<file path="src/rtl/port0_out_ctrl_pkg.sv">
// rtl/port0_out_ctrl_pkg.sv - shared constants and status packing for the port 0 output controller
package port0_out_ctrl_pkg;

  localparam int WORD_W_DEF       = 16;
  localparam int DEPTH_DEF        = 4;
  localparam int STATUS_OVF_BIT   = 15;
  localparam int STATUS_FULL_BIT  = 5;
  localparam int STATUS_EMPTY_BIT = 4;
  localparam logic [15:0] P0_CLR_OVF_WORD = 16'hFFFF;

  function automatic logic [15:0] pack_status(input logic ovf, input logic full,
                                              input logic empty, input logic [3:0] count);
    logic [15:0] s;
    s = '0;
    s[STATUS_OVF_BIT]   = ovf;
    s[STATUS_FULL_BIT]  = full;
    s[STATUS_EMPTY_BIT] = empty;
    s[3:0]              = count;
    return s;
  endfunction

endpackage

</file>
<file path="src/rtl/port0_out_ctrl_fifo.sv">
// rtl/port0_out_ctrl_fifo.sv - port_fifo: storage, wrapping pointers and occupancy count
module port_fifo #(
  parameter int WORD_W = 16,
  parameter int DEPTH  = 4
) (
  input  logic                     clk,
  input  logic                     rst,
  input  logic                     push,
  input  logic                     pop,
  input  logic [WORD_W-1:0]        wdata,
  output logic [WORD_W-1:0]        rdata,
  output logic [$clog2(DEPTH):0]   count,
  output logic                     full,
  output logic                     empty
);

  localparam int PTR_W = $clog2(DEPTH);
  localparam int CNT_W = PTR_W + 1;

  logic [WORD_W-1:0] mem [DEPTH];
  logic [PTR_W-1:0]  wr_ptr;
  logic [PTR_W-1:0]  rd_ptr;

  // Contents need no reset; only pointers and count define what is valid.
  always_ff @(posedge clk) begin
    if (push) mem[wr_ptr] <= wdata;
  end

  always_ff @(posedge clk or negedge rst) begin
    if (!rst) begin
      wr_ptr <= '0;
      rd_ptr <= '0;
      count  <= '0;
    end else begin
      if (push) wr_ptr <= wr_ptr + PTR_W'(1);
      if (pop)  rd_ptr <= rd_ptr + PTR_W'(1);
      case ({push, pop})
        2'b10:   count <= count + CNT_W'(1);
        2'b01:   count <= count - CNT_W'(1);
        default: count <= count;
      endcase
    end
  end

  assign rdata = mem[rd_ptr];
  assign full  = (count == CNT_W'(DEPTH));
  assign empty = (count == '0);

endmodule

</file>
<file path="src/rtl/port0_out_ctrl.sv">
// rtl/port0_out_ctrl.sv - port 0 output controller; optional sticky overflow via P0_OVERFLOW_FLAG_EN
module port0_out_ctrl
  import port0_out_ctrl_pkg::*;
#(
  parameter int WORD_W = WORD_W_DEF,
  parameter int DEPTH  = DEPTH_DEF
) (
  input  logic              clk,
  input  logic              rst,
  input  logic [WORD_W-1:0] bus_data_in,
  input  logic              wr_en,
  input  logic              p0_ack,
  output logic [WORD_W-1:0] p0_data_out,
  output logic              p0_valid,
  output logic              full,
  output logic              empty,
  output logic [WORD_W-1:0] status_word
);

  localparam int CNT_W = $clog2(DEPTH) + 1;

  logic [WORD_W-1:0] head;
  logic [CNT_W-1:0]  count;
  logic              pop;
  logic              push;
  logic              clr_cmd;
  logic              ovf;

  assign pop  = !empty && (!p0_valid || p0_ack);
  // A full FIFO still accepts a word when the head leaves in the same cycle.
  assign push = wr_en && !clr_cmd && (!full || pop);

  port_fifo #(.WORD_W(WORD_W), .DEPTH(DEPTH)) u_fifo (
    .clk   (clk),
    .rst   (rst),
    .push  (push),
    .pop   (pop),
    .wdata (bus_data_in),
    .rdata (head),
    .count (count),
    .full  (full),
    .empty (empty)
  );

  always_ff @(posedge clk or negedge rst) begin
    if (!rst) begin
      p0_data_out <= '0;
      p0_valid    <= 1'b0;
    end else if (pop) begin
      p0_data_out <= head;
      p0_valid    <= 1'b1;
    end else if (p0_ack) begin
      p0_valid    <= 1'b0;
    end
  end

`ifdef P0_OVERFLOW_FLAG_EN
  // The clear word is a command, never data; it is only honoured with the FIFO empty.
  assign clr_cmd = wr_en && empty && (bus_data_in == WORD_W'(P0_CLR_OVF_WORD));

  always_ff @(posedge clk or negedge rst) begin
    if (!rst) begin
      ovf <= 1'b0;
    end else if (clr_cmd) begin
      ovf <= 1'b0;
    end else if (wr_en && full && !pop) begin
      ovf <= 1'b1;
    end
  end
`else
  assign clr_cmd = 1'b0;
  assign ovf     = 1'b0;
`endif

  assign status_word = WORD_W'(pack_status(ovf, full, empty, 4'(count)));

endmodule

</file>
<file path="config.mk">
export PLATFORM = sky130hd
export DESIGN_NAME = port0_out_ctrl
export DESIGN_NICKNAME = d
export VERILOG_FILES = /design/src/rtl/port0_out_ctrl_pkg.sv /design/src/rtl/port0_out_ctrl_fifo.sv /design/src/rtl/port0_out_ctrl.sv
export SDC_FILE = /design/constraint.sdc
export NUM_CORES = 1
export LEC_CHECK = 0
export ABC_AREA = 1
export CAP_MARGIN = 20
export CORE_MARGIN = 2
export CORE_UTILIZATION = 50
export CTS_CLUSTER_SIZE = 40
export DETAILED_ROUTE_END_ITERATION = 8
export PLACE_DENSITY = 0.7
export SETUP_SLACK_MARGIN = 0.05
export SYNTH_ARGS = -nofsm -noshare
export SYNTH_HDL_FRONTEND = slang
export SYNTH_SLANG_ARGS = --single-unit
</file>
<file path="constraint.sdc">
create_clock -name clk -period 4.4 [get_ports clk]
set_clock_uncertainty 0.1 [all_clocks]
set_input_delay 0.66 -clock clk [delete_from_list [all_inputs] [get_ports clk]]
set_output_delay 0.66 -clock clk [all_outputs]
set_load 0.1 [all_outputs]
</file>
==> impl_metrics.env <==
export IMPL_n_antenna_cell=0
export IMPL_grt_setup_unrepaired="no"
export IMPL_avgSynthCellArea_sq_um=9.94
export IMPL_required_ps=3640
export IMPL_synth_cells=393
export IMPL_slew_headroom_pct=34.7
export IMPL_cts_htree_levels=3
export IMPL_start_util_pct=51.1
export IMPL_crit_arrival_ps=2240
export IMPL_crit_buf_inv=2
export IMPL_hold_path_class="reg -> reg"
export IMPL_route_detailed_wl_per_inst_um=12.8
export IMPL_setup_viol=0
export IMPL_finalHoldViolations=0
export IMPL_cts_sinks=88
export IMPL_cts_hold_buf=0
export IMPL_tightest_slew_ps=976
export IMPL_dp_cells=526
export IMPL_gp_congestion=0.736
export IMPL_cp_start_kind="register"
export IMPL_synth_compound_gate_area_share_pct=0.256
export IMPL_nets=463
export IMPL_final_cells=544
export IMPL_critPathCaptureType="output pin"
export IMPL_grt_pass1_wl_um=11300
export IMPL_synth_edff_count=64
export IMPL_drt_pass1_iterations=4
export IMPL_syn_to_final_growth_pct=16.8
export IMPL_final_min_clock_period_ps=3000
export IMPL_fillers=638
export IMPL_fin_crit_sh_pct=68.2
export IMPL_cap_viol_max_count=0
export IMPL_vias=2494
export IMPL_row_count=32
export IMPL_ys_async_sr_fraction_pct=27.3
export IMPL_grt_pass1_vias=2341
export IMPL_clock_path_buffers=2
export IMPL_critical_path_slowest_cell="clkdlybuf4s50_1"
export IMPL_status="finished, final reports clean"
export IMPL_synth_seq_cells=88
export IMPL_pin_count=55
export IMPL_synth_seq_area_share_pct=64.6
export IMPL_port_buffer_count=43
export IMPL_core_sq_mm=0.00765
export IMPL_cts_root_buf="clkbuf_8"
export IMPL_tns_ps=0
export IMPL_drt_total_wl_um=6980
export IMPL_die_area_sq_mm=0.00854
export IMPL_grt_overflow_total=0
export IMPL_drive_above_1_share_pct=6.33
export IMPL_post_cts_resize_count=0
export IMPL_cp_cell_sequence="nor2_2, nand2_2, inv_1, clkdlybuf4s50_1"
export IMPL_synth_main_ff_cell="edfxtp_1"
export IMPL_die_w_um=92.4
export IMPL_max_freq_ghz=0.333
export IMPL_cts_buffers=9
export IMPL_final_antenna_net_count=0
export IMPL_ys_types=20
export IMPL_yosys_warnings=0
export IMPL_cp_top_family="buffers and inverters"
export IMPL_clk_pin_slew_ps=90
export IMPL_synthAdderAreaFrac_pct=2.11
export IMPL_clock_latency_ps=350
export IMPL_drc=0
export IMPL_r2r_setup_slack_ps=2020
export IMPL_path_class="reg -> out"
export IMPL_synthSimpleGateAreaFrac_pct=19.1
export IMPL_viasPerCell=4.58
export IMPL_cts_tree="yes"
export IMPL_synth_top_family_by_area="simple AND/OR/NAND/NOR gates"
export IMPL_slew_violations=0
export IMPL_cp_max_fo=5
export IMPL_slowest_delay_ps=1130
export IMPL_synthXorXnorAreaFrac_pct=0.897
export IMPL_die_y_um=92.4
export IMPL_track_usage_pct=17.6
export IMPL_synth_area_sq_mm=0.00391
export IMPL_dp_hpwl_um=4380
export IMPL_postCtsSetupBuffers=0
export IMPL_antenna_found_initial=0
export IMPL_synthMuxAreaShare_pct=0
export IMPL_grt_max_degree=35
export IMPL_first_iter_violations=102
## routing by layer
| metal | up-vias | global-route usage [%] | wire length (um) |
|---|---|---|---|
| met5 | - | 0 | 0 |
| met4 | 0 | 5.60 | 84 |
| met3 | 10 | 5.21 | 319 |
| met2 | 69 | 31.0 | 3590 |
| met1 | 1151 | 20.7 | 2990 |
| li1 | 1264 | - | - |
## sequential cells by signal, indices dropped and copies added (netlist names)
name,flops
u_fifo.mem,64
u_fifo.wr_ptr,2
u_fifo.count,3
u_fifo.rd_ptr,2
p0_data_out,16
p0_valid,1
## stage by stage
stage | hold slack (ps) | setup WS, ps | cell area (sq um) | util (%)
floorplan | 264 | 779 | 3950 | -
CTS | 389 | 1370 | 4520 | 59.1
global placement | 371 | 1410 | 4340 | 56.7
finish | 389 | 1400 | 4560 | 59.7
detailed placement | 366 | 1340 | 4340 | 56.7
global route | 426 | 1300 | 4560 | 59.7
## worst min-delay path, stage by stage, from the launching register on
cell and delay (ps):
dfrtp_1 360, nand2_1 60, nand2_1 50
## layout make-up
type / count / area [sq um] / share of cell area [%]
clock buffers: 10 / 128 / 2.80
clock inverters: 6 / 57.6 / 1.26
inverters: 82 / 308 / 6.74
multi-input cells: 207 / 918 / 20.1
flip-flops and latches: 88 / 2520 / 55.3
well taps: 102 / 128 / 2.80
repair buffers: 49 / 503 / 11.0
## placed cells by master (no fill, tap or decap), types with 5 or more instances in the layout
cell type        count
conb_1              11
ha_1                 5
clkdlybuf4s50_1     43
nor2_1               5
nand3_1             36
inv_1               79
clkbuf_8             9
nand2_1            139
dfrtp_1             24
edfxtp_1            64
## path summary, 6_finish.rpt
check                                 from               to  cells after the start
min                         p0_data_out[2]   p0_data_out[2]                      2
max                        u_fifo.count[0]   status_word[4]                      4
min reg2reg                 p0_data_out[2]   p0_data_out[2]                      2
max in group asynchronous              rst   p0_data_out[0]                      2
max reg2reg                u_fifo.count[0]  u_fifo.count[2]                     10
min in group asynchronous              rst   p0_data_out[6]                      1
## cells by family after synthesis
| family | after synthesis |
|---|---|
| and+or+nand+nor | 184 |
| buffers and inverters | 108 |
| DFF | 88 |
| adders and majority gates | 6 |
| xor gates and xnor gates | 4 |
| AOI/OAI and AO/OA | 2 |
| other | 1 |
## synth_stat cells, types with 2 or more instances
library cell,count,area share (%)
nand3_1,36,4.6
nor2_1,5,0.48
inv_1,79,7.6
xor2_1,2,0.45
edfxtp_1,64,49
dfrtp_1,24,15
buf_2,4,0.51
xnor2_1,2,0.45
inv_2,3,0.29
o21ai_0,2,0.26
buf_4,20,3.8
nand2_2,2,0.32
ha_1,5,1.6
nand2_1,139,13
Power is not shown: default switching activity piles up to over one toggle a cycle in this logic, so the estimate is an artifact.
